`src/rtl/oc_led_shifter.sv`:
```
// Serialises a parallel LED word MSB-first into an external shift/storage register pair.
// Optional feature: define OC_LED_SHIFTER_CHANGE_DETECT_EN to send frames only when ledIn changes.

module oc_led_shifter #(
   parameter int LedCount     = 1,
   parameter int ShiftDivider = 4
) (
   input  logic                clock,
   input  logic                reset,
   input  logic [LedCount-1:0] ledIn,
   output logic                ledSclk,
   output logic                ledSdata,
   output logic                ledLatch,
   output logic                busy,
   output logic                frameDone
);

   localparam int CountWidth = (LedCount > 1) ? $clog2(LedCount) : 1;
   localparam int DivWidth   = (ShiftDivider > 1) ? $clog2(ShiftDivider) : 1;

   localparam logic [CountWidth-1:0] LastBit   = CountWidth'(LedCount - 1);
   localparam logic [DivWidth-1:0]   DivReload = DivWidth'(ShiftDivider - 1);
   localparam logic [DivWidth-1:0]   DivOne    = DivWidth'(1);
   localparam logic [CountWidth-1:0] CountOne  = CountWidth'(1);

   typedef enum logic [1:0] {
      IDLE,
      SETUP,
      HIGH,
      LATCH
   } stateT;

   stateT                 state;
   stateT                 stateNext;
   logic [DivWidth-1:0]   divCount;
   logic [DivWidth-1:0]   divNext;
   logic [CountWidth-1:0] bitCount;
   logic [CountWidth-1:0] bitCountNext;
   logic [LedCount-1:0]   shiftReg;
   logic [LedCount-1:0]   shiftNext;
   logic                  sdataNext;
   logic                  doneNext;
   logic                  divDone;
   logic                  startCond;

`ifdef OC_LED_SHIFTER_CHANGE_DETECT_EN
   logic [LedCount-1:0] lastSent;
   logic                firstFrame;

   // The first frame after reset is unconditional so the external register is known-good.
   assign startCond = firstFrame || (ledIn != lastSent);

   always_ff @(posedge clock or negedge reset) begin
      if (!reset) begin
         lastSent   <= '0;
         firstFrame <= 1'b1;
      end else if (state == IDLE && startCond) begin
         lastSent   <= ledIn;
         firstFrame <= 1'b0;
      end
   end
`else
   assign startCond = 1'b1;
`endif

   assign divDone = (divCount == '0);

   // NOTE: every variable gets a default before the case so no path can infer a latch.
   always_comb begin
      stateNext    = state;
      divNext      = divCount;
      bitCountNext = bitCount;
      shiftNext    = shiftReg;
      sdataNext    = ledSdata;
      doneNext     = 1'b0;

      case (state)
         IDLE: begin
            if (startCond) begin
               shiftNext    = ledIn;
               bitCountNext = LastBit;
               sdataNext    = ledIn[LedCount-1];
               divNext      = DivReload;
               stateNext    = SETUP;
            end
         end
         SETUP: begin
            if (divDone) begin
               divNext   = DivReload;
               stateNext = HIGH;
            end else begin
               divNext = divCount - DivOne;
            end
         end
         HIGH: begin
            if (divDone) begin
               divNext = DivReload;
               if (bitCount == '0) begin
                  stateNext = LATCH;
               end else begin
                  // Data only moves on the falling sclk edge, giving a full half-bit of setup.
                  shiftNext    = shiftReg << 1;
                  sdataNext    = shiftNext[LedCount-1];
                  bitCountNext = bitCount - CountOne;
                  stateNext    = SETUP;
               end
            end else begin
               divNext = divCount - DivOne;
            end
         end
         LATCH: begin
            if (divDone) begin
               stateNext = IDLE;
               doneNext  = 1'b1;
            end else begin
               divNext = divCount - DivOne;
            end
         end
         default: stateNext = IDLE;
      endcase
   end

   // NOTE: sequential state uses non-blocking assignments so every flop samples pre-edge values.
   always_ff @(posedge clock or negedge reset) begin
      if (!reset) begin
         state     <= IDLE;
         divCount  <= '0;
         bitCount  <= '0;
         shiftReg  <= '0;
         ledSclk   <= 1'b0;
         ledSdata  <= 1'b0;
         ledLatch  <= 1'b0;
         busy      <= 1'b0;
         frameDone <= 1'b0;
      end else begin
         state     <= stateNext;
         divCount  <= divNext;
         bitCount  <= bitCountNext;
         shiftReg  <= shiftNext;
         // Outputs are decoded from the next state so they leave the block straight from flops.
         ledSclk   <= (stateNext == HIGH);
         ledSdata  <= sdataNext;
         ledLatch  <= (stateNext == LATCH);
         busy      <= (stateNext != IDLE);
         frameDone <= doneNext;
      end
   end

endmodule

```
`config.mk`:
```
export PLATFORM = sky130hd
export DESIGN_NAME = oc_led_shifter
export DESIGN_NICKNAME = d
export VERILOG_FILES = /design/src/rtl/oc_led_shifter.sv
export SDC_FILE = /design/constraint.sdc
export NUM_CORES = 1
export LEC_CHECK = 0
export CORE_AREA = 2 2 39 41
export DETAILED_ROUTE_END_ITERATION = 6
export DIE_AREA = 0 0 41 43
export PLACE_DENSITY = 0.53
export SLEW_MARGIN = 5
export SYNTH_ARGS = -nofsm -noshare
export SYNTH_HDL_FRONTEND = slang
export SYNTH_SLANG_ARGS = --single-unit
export TNS_END_PERCENT = 10
```
`constraint.sdc`:
```
create_clock -name clock -period 2.3 [get_ports clock]
set_clock_uncertainty 0.05 [all_clocks]
set_input_delay 0.345 -clock clock [delete_from_list [all_inputs] [get_ports clock]]
set_output_delay 0.345 -clock clock [all_outputs]
set_load 0.02 [all_outputs]
```
# After elaboration in Yosys (flattened, before gate mapping)
# Cells that the tools add are included.
[word_totals]
reg_bits = 10
elab_cells = 41
[classes]
add_sub_neg = 2
eq_ne = 8
mux = 16
n_reduce_logical = 7
[ops]
columns = ["operator", "count"]
rows = [
  ["$mux 2", 6],
  ["$eq 2x2->1 const B", 4],
  ["$pmux 2 s4", 1],
  ["$mux 1", 6],
  ["$ne 2x2->1 const B", 3],
  ["$pmux 2 s3", 1],
  ["$logic_not 2->1", 2],
  ["$pmux 1 s2", 2],
  ["$reduce_bool 2->1", 2],
  ["$reduce_and 3->1", 1],
  ["$eq 2x1->1 const B", 1],
  ["$reduce_and 2->1", 1],
  ["$reduce_or 2->1", 1],
  ["$sub 2x1->2 const B", 1],
  ["$sub 1x1->1 const B", 1],
]

# Logic depth before layout (Yosys ltp)
# Gate-level depths: netlist (run 1).
[depth]
depth_word = 4
mapped_depth = 5
mapped_depth_nobuf = 5

# Worst setup path after synthesis (run 1)
# No wires, ideal clock.
[synth_path]
path_kind = "register to register"
from = "reg state[0]"
to = "reg busy"
setup_ps = 132
t_arrival_ps = 1498
required_time_ps = 2118
setup_slack_ps = 620
path_stages_with_launch = 6
path_buffers = 0
path_cell_list = "dfrtp_1 > inv_1 > ha_1 > or3_1 > o31ai_2 > or3b_1"
[synth_via]
elab_chain_cells = 3
elab_cells_between_ends = 9
classes_between = "eq/ne: 3; mux: 4; reduce/logical: 2"
[synth_rtl]
columns = ["item", "line_no", "source"]
rows = [
  ["from (decl)", "33", "stateT state;"],
  ["from (signal assigned)", "136", "state <= stateNext;"],
  ["$eq 2x2->1 (tied with other cells)", "77", "case (state)"],
  ["$pmux 2 s4 *", "77", ""],
  ["$reduce_bool 2->1 *", "144", "busy <= (stateNext != IDLE);"],
  ["to (signal assigned)", "144", ""],
  ["to (decl)", "14", "output logic busy,"],
]
# Mark *: on every way between the ends. The rest lies on a longest branch, timed or not.
# A chain may end at the register's enable or synchronous reset.

# Final worst setup path (run 1)
# Same ends and word-level chain as after synthesis.

==> results.md, run 1 <==
* Pre-CTS WS at between 0.5 and 0.6 ns
* Finished Layout Cells at between 60 and 70
* CP Data Arrival Time at roughly 1.9 ns
* Total Routing Usage GR at 0.128
* Crit-path max FO at 5
* Wire length per cell at about 12 um
* Worst hold path type: in2async
* Final ANT Viol Nets at 0
* CP cell instances: inv_1 -> ha_1 -> or3_1 -> o31ai_2 -> or3b_1
* DR vias at 330
* Starting Density at 0.335
* Rows at 14
* # Post-CTS Setup Buffers at 0
* Remaining DRCs at 0
* Clk buf depth at 2
* Min Tclk post-route at ~1.8 ns
* Period utilization at 0.784
* Antenna violations before repair at 0
* DR pass1 iterations at 4
* Area Growth Syn to Fin at 24.3%
* Crit-path max cell delay at 0.42 ns
* Number of synthesized flops with an enable pin at 0
* Hold_buf cts at 0
* Critical path's slowest cell: dfrtp_1
* Top_reg_cell synth: dfrtp_1
* Layout cells sized above 1 at 0.0943
* Seq pwr share at 0.547
* Die footprint at 1760 um^2
* Worst-skew pair later-pin latency at 0.26 ns
* Internal at approximately 230 uW
* # H-tree levels at 1
* Netlist cell types at 21
* DR iter-0 viols at 4
* Bufs and invs on worst path at 1
* Crit. End Element: flop
* Slew headroom at 0.730
* RSZ-0062 raised after global routing: no
* First-pass GRT wire length at 1400 um
* CTS Buf Count at 3
* CTS clk-pin slew, worst paths at 0.06 ns
* Number of global-route vias before repair at around 330
* CTS tree: yes
* Vias per inst at 4.78
* DRT Wirelength at 850 um
* # fillers at 139
* GPL Wtd Cong at 0.749
* Core area at roughly 1400 um^2
* Synthesized area per cell at 10.8 um^2
* Num ports at 8
* Placed cells at 65
* Final hold slack at 0.326 ns
* Final Setup Violations at 0
* Total grt overflow at 0
* Die W at between 40 and 50 um
* Syn_nets at 52
* Startpoint types: flop
* Fin Setup TNS at 0 ns
* WP data required at 2.39 ns
* Critical path's top delay family: simple AND/OR/NAND/NOR gates
* Antenna Cells at 0
* Run status: complete, no violations
* Fin. max-slew vios at 0
* WS Path Type: reg2reg
* Final net count at 63
* Switching Fraction at 0.208
* FFs w/ async S/R, synth at 1.00
* Pwr dens at 505 nW/um^2
* Synth Register Bits at 9
* Final WS setup at 0.497 ns
* Comb pwr share at 0.034
* Cts repair resizes at 0
* Synth warnings at 0
* Clock Tree Root: clkbuf_4
* Fmax at 555 MHz
* Max-Cap Viols at 0
* Maximum vdd drop at about 0.00031 V
* Final hold viol count at 0
* Chip height at 43 um
* I/O Buffers at 7
* Mapped Cells at 43
* Total power at 292 uW
* Net Sw Power at 60.7 uW
* Seq/Total Area, Yosys at 0.485
* Leak at 0.000281 uW
* HPWL Detailed at 636 um
* Measured slew at the worst slew-check pin at 0.403 ns
* Synth Cell Area at ~460 um^2
* CTS Sinks at 9
* Clock share of power at 0.419
* Largest net degree at the start of global routing at 10
[cell usage after synthesis (2+ instances only)]
cell,n,area [um^2]
dfrtp_1,9,225
inv_1,7,26.3
ha_1,6,75.1
nor2_1,2,7.51
nor3_1,2,10.0
o21ai_0,2,10.0
[stage by stage]
stage,util,area (um^2)
final,0.417,577
after global routing,0.417,577
after CTS,0.417,577
after detailed placement,0.398,551
after global placement,0.398,551
after floorplan,-,464
[placed cells by master (no fill, tap or decap)]
cell / n
o21bai_1: 1
inv_1: 7
o21a_1: 1
nand3b_1: 1
o31ai_2: 1
ha_1: 6
clkbuf_4: 3
or3_1: 1
a21oi_1: 1
o32a_1: 1
a22oi_1: 1
clkbuf_1: 1
dfrtp_1: 9
nor2_1: 2
nor2b_1: 1
or3b_1: 1
or2_2: 1
nor3_1: 2
nor3b_1: 1
mux2i_1: 1
clkdlybuf4s50_1: 7
nand2_1: 1
o21ai_0: 2
[metal layers]
layer	vias to the layer above	wire length, um	track usage
met1	163	358	0.133
met5	-	0	0
met3	0	28	0.0471
met4	0	0	0.100
li1	163	-	-
met2	4	463	0.194
[worst reg2reg max path: stages (launching register included)]
cell     delay [ns]
dfrtp_1        0.42
inv_1          0.09
ha_1           0.26
or3_1          0.37
o31ai_2        0.11
or3b_1         0.38
[registers in the layout (all words and copies together), names as in the netlist]
name       cells
divCount       2
state          2
busy           1
frameDone      1
ledLatch       1
ledSclk        1
ledSdata       1
[kinds of logic (layout without fill, tap and decap cells)]
family / after synthesis / after routing / synth area share
adder cells (fa/ha/maj): 6 / 6 / 0.162
AND/OR/NAND/NOR: 11 / 11 / 0.138
buffers and inverters: 8 / 18 / 0.0647
multiplexers: 1 / 1 / 0.0216
AO/OA/AOI/OAI: 8 / 8 / 0.129
flip-flops: 9 / 9 / 0.485
[worst paths after layout]
check,start,end,slack [ns],cells past startpoint
max reg2reg,state[0]$_DFF_PN0_,busy$_DFF_PN0_,0.50,5
max,state[0]$_DFF_PN0_,busy$_DFF_PN0_,0.50,5
max in group asynchronous,reset,divCount[1]$_DFFE_PN0N_,1.59,1
min in group clock,ledSdata$_DFFE_PN0P_,ledSdata$_DFFE_PN0P_,0.47,2
min,reset,frameDone$_DFF_PN0_,0.33,1
min reg2reg,ledSdata$_DFFE_PN0P_,ledSdata$_DFFE_PN0P_,0.47,2
[power by group through the flow]
stage	logic [uW]	registers (uW)	clock network, uW
floorplan	0.550	164	0
global placement	10.1	163	0
detailed placement	10.3	163	0
CTS	10.3	160	128
global route	10.6	160	138
finish	9.79	160	122
[final cells by class]
cell class | instances | area [um^2] | area share
well taps | 16 | 20.0 | 0.0347
flip-flops and latches | 9 | 225 | 0.390
inverters | 7 | 26.3 | 0.0456
repair buffers | 7 | 70.1 | 0.121
clock buffers | 4 | 26.3 | 0.0456
multi-input cells | 26 | 209 | 0.362
Note: power is estimated with default switching activity, not from simulation.
==> run 2, diff against run 1 <==
Settings changed: PLACE_DENSITY 0.53 to 0.55.
Clock period 2.3 ns to 1.5 ns, I/O delays scaled along.
==> run 2 against run 1 <==
Against the previous run: the run now ends with negative setup slack left; final area increased by 23%; register-to-register slack worse by 0.62 ns; combinational power up 51%; non-clock buffer count rose by 14; fmax up 11%; via count up 13%; wire length rose by 18%; worst hold slack lost 0.11 ns; largest power group unchanged.
==> results.md, run 2 (synthesized netlist as in run 1, its figures left out) <==
* Run status: finished, violations left
* Failing checks: negative setup slack
* HPWL Detailed at 721 um (+13%)
* Worst Setup SP: state[0]$_DFF_PN0_
* Maximum vdd drop at 0.000429 V (+38%)
* Finished Layout Cells at 83 (+20%)
* Worst Reg-to-Reg Cells at 5 (unchanged)
* Internal at 353 uW (+53%)
* Starting Density at 0.335 (unchanged)
* Critical path's slowest cell: dfrtp_1
* Final Setup Violations at 6 (+6)
* Largest net degree at the start of global routing at 10 (unchanged)
* Clk buf depth at 2 (unchanged)
* Num ports at 8 (unchanged)
* Startpoint types: flop
* Clock Tree Root: clkbuf_4
* CTS Buf Count at 3 (unchanged)
* CTS tree: yes
* Utilization after layout at 0.512 (+0.0949)
* Layout cells sized above 1 at 0.388 (+0.294)
* GPL Wtd Cong at 0.796 (+6.3%)
* Seq pwr share at 0.550 (+0.003)
* Multi-input gate area at 226 um^2 (+8.4%)
* Most common cell after layout, fill and taps aside: buf_4
* Hold_buf cts at 0 (unchanged)
* Area Growth Syn to Fin at 52.6%
* Final net count at 77 (+22%)
* Wire length per cell at 12.0 um (-2.3%)
* Chip height at 43 um (unchanged)
* First-pass GRT wire length at 1600 um (+14%)
* DRT Wirelength at 999 um (+18%)
* Most used routing layer: met2
* Reg area at 225 um^2 (unchanged)
* Final hold viol count at 0 (unchanged)
* Rows at 14 (unchanged)
* CTS Sinks at 9 (unchanged)
* Final WS setup at -0.118 ns (-0.616 ns)
* Die W at 41 um (unchanged)
* Fin Setup TNS at -0.265 ns (-0.265 ns)
* Fmax at 618 MHz (+11%)
* Total Routing Usage GR at 0.146 (+0.0177)
* # H-tree levels at 1 (unchanged)
* Worst hold path type: in2async
* Pre-CTS WS at -0.129 ns (-0.655 ns)
* Antenna violations before repair at 0 (unchanged)
* Measured slew at the worst slew-check pin at 0.423 ns (+0.0199 ns)
* Remaining DRCs at 0 (unchanged)
* Max-Cap Viols at 0 (unchanged)
* # fillers at 141 (+1.4%)
* WP data required at 1.58 ns (-0.81 ns)
* M3 GR Usage at 0.0628 (+0.0157)
* Switching Fraction at 0.205 (-0.00321)
* DR vias at 374 (+13%)
* Pwr dens at 628 nW/um^2 (+24%)
* DR iter-0 viols at 1 (-3)
* FF-to-FF End: busy$_DFF_PN0_
* Core area at 1380 um^2 (unchanged)
* Commonest cells after routing, fill and taps aside: 13 x buf_4, 9 x dfrtp_1, 5 x inv_1, 5 x clkdlybuf4s50_1, 4 x ha_1
* Vias per inst at 4.51 (-5.8%)
* Total power at 445 uW (+53%)
* Min Tclk post-route at 1.62 ns (-0.184 ns)
* RSZ-0062 raised after global routing: yes
* Period utilization at 1.08 (+0.295)
* Leak at 0.000380 uW (+35%)
* Antenna Cells at 0 (unchanged)
* Worst-skew pair later-pin latency at 0.26 ns (about the same)
* GR Util met2 at 0.206 (+0.0125)
* Net Sw Power at 91.2 uW (+50%)
* WS Path Type: reg2reg
* CP cell instances: inv_2 -> ha_2 -> or3_4 -> o31ai_2 -> or3b_1
* Crit-path max FO at 4 (-1)
* Die footprint at 1760 um^2 (unchanged)
* Reg2reg start: state[0]$_DFF_PN0_
* Slew headroom at 0.717 (-0.0133)
* Number of global-route vias before repair at 369 (+11%)
* Placed cells at 77 (+18%)
* Final ANT Viol Nets at 0 (unchanged)
* Total grt overflow at 0 (unchanged)
* Clock share of power at 0.416 (-0.003)
* DR pass1 iterations at 4 (unchanged)
* Top flop regs: divCount x2, state x2
* CTS clk-pin slew, worst paths at 0.06 ns (about the same)
* M1 GR Usage at 0.168 (+0.0344)
* R2R setup slack at -0.12 ns (-0.62 ns)
* I/O Buffers at 7 (unchanged)
* Fin. max-slew vios at 0 (unchanged)
* Crit-path max cell delay at 0.41 ns (about the same)
* Crit. End Element: flop
* Comb pwr share at 0.033 (about the same)
* CP Data Arrival Time at 1.70 ns (-0.19 ns)
==> run 2: timing repair <==
item	CTS	global route
cloned	0	0
resized for setup	2	6
buffers inserted	2	0
endpoints found under the setup margin	5	8
==> run 2: worst max-delay path: cells and delay by family (launching register included) <==
family | cells | cell delay [ns]
AO/OA/AOI/OAI | 1 | 0.08
adder cells (fa/ha/maj) | 1 | 0.18
buffers and inverters | 1 | 0.05
flip-flops | 1 | 0.41
AND/OR/NAND/NOR | 2 | 0.73
==> run 2: how the worst max path moves through the flow <==
stage / depth (start not counted) / endpoint / slack (ns)
2_1_floorplan: 5 / busy$_DFF_PN0_ / -0.14
3_3_place_gp: 5 / busy$_DFF_PN0_ / -0.07
3_5_place_dp: 5 / busy$_DFF_PN0_ / -0.13
4_1_cts: 5 / busy$_DFF_PN0_ / -0.12
5_1_grt: 5 / busy$_DFF_PN0_ / -0.17
6_report: 5 / busy$_DFF_PN0_ / -0.12
==> run 2: area by class of cell <==
class | instances | share of cell area
Tap cell | 16 | 0.0283
Multi-Input combinational cell | 26 | 0.320
Sequential cell | 9 | 0.318
Timing Repair Buffer | 21 | 0.260
Inverter | 7 | 0.0371
Clock buffer | 4 | 0.0371
==> run 2: per-layer routing <==
layer	vias up	routed length, um
met5	-	0
met4	0	19
met1	169	428
met2	11	499
met3	2	51
li1	192	-
==> run 2: power by group through the flow <==
stage	clock network (uW)	logic [uW]	registers, uW
detailed placement	0	15.5	249
CTS	197	15.6	245
floorplan	0	0.844	251
global placement	0	15.5	249
global route	208	16.7	245
finish	185	14.8	245
==> run 2: stage by stage <==
| stage | area (um^2) | hold WS [ns] |
|---|---|---|
| 4_1_cts | 691 | 0.222 |
| 3_5_place_dp | 646 | 0.475 |
| 2_1_floorplan | 469 | -0.121 |
| 3_3_place_gp | 646 | 0.469 |
| 6_report | 708 | 0.214 |
| 5_1_grt | 708 | 0.255 |
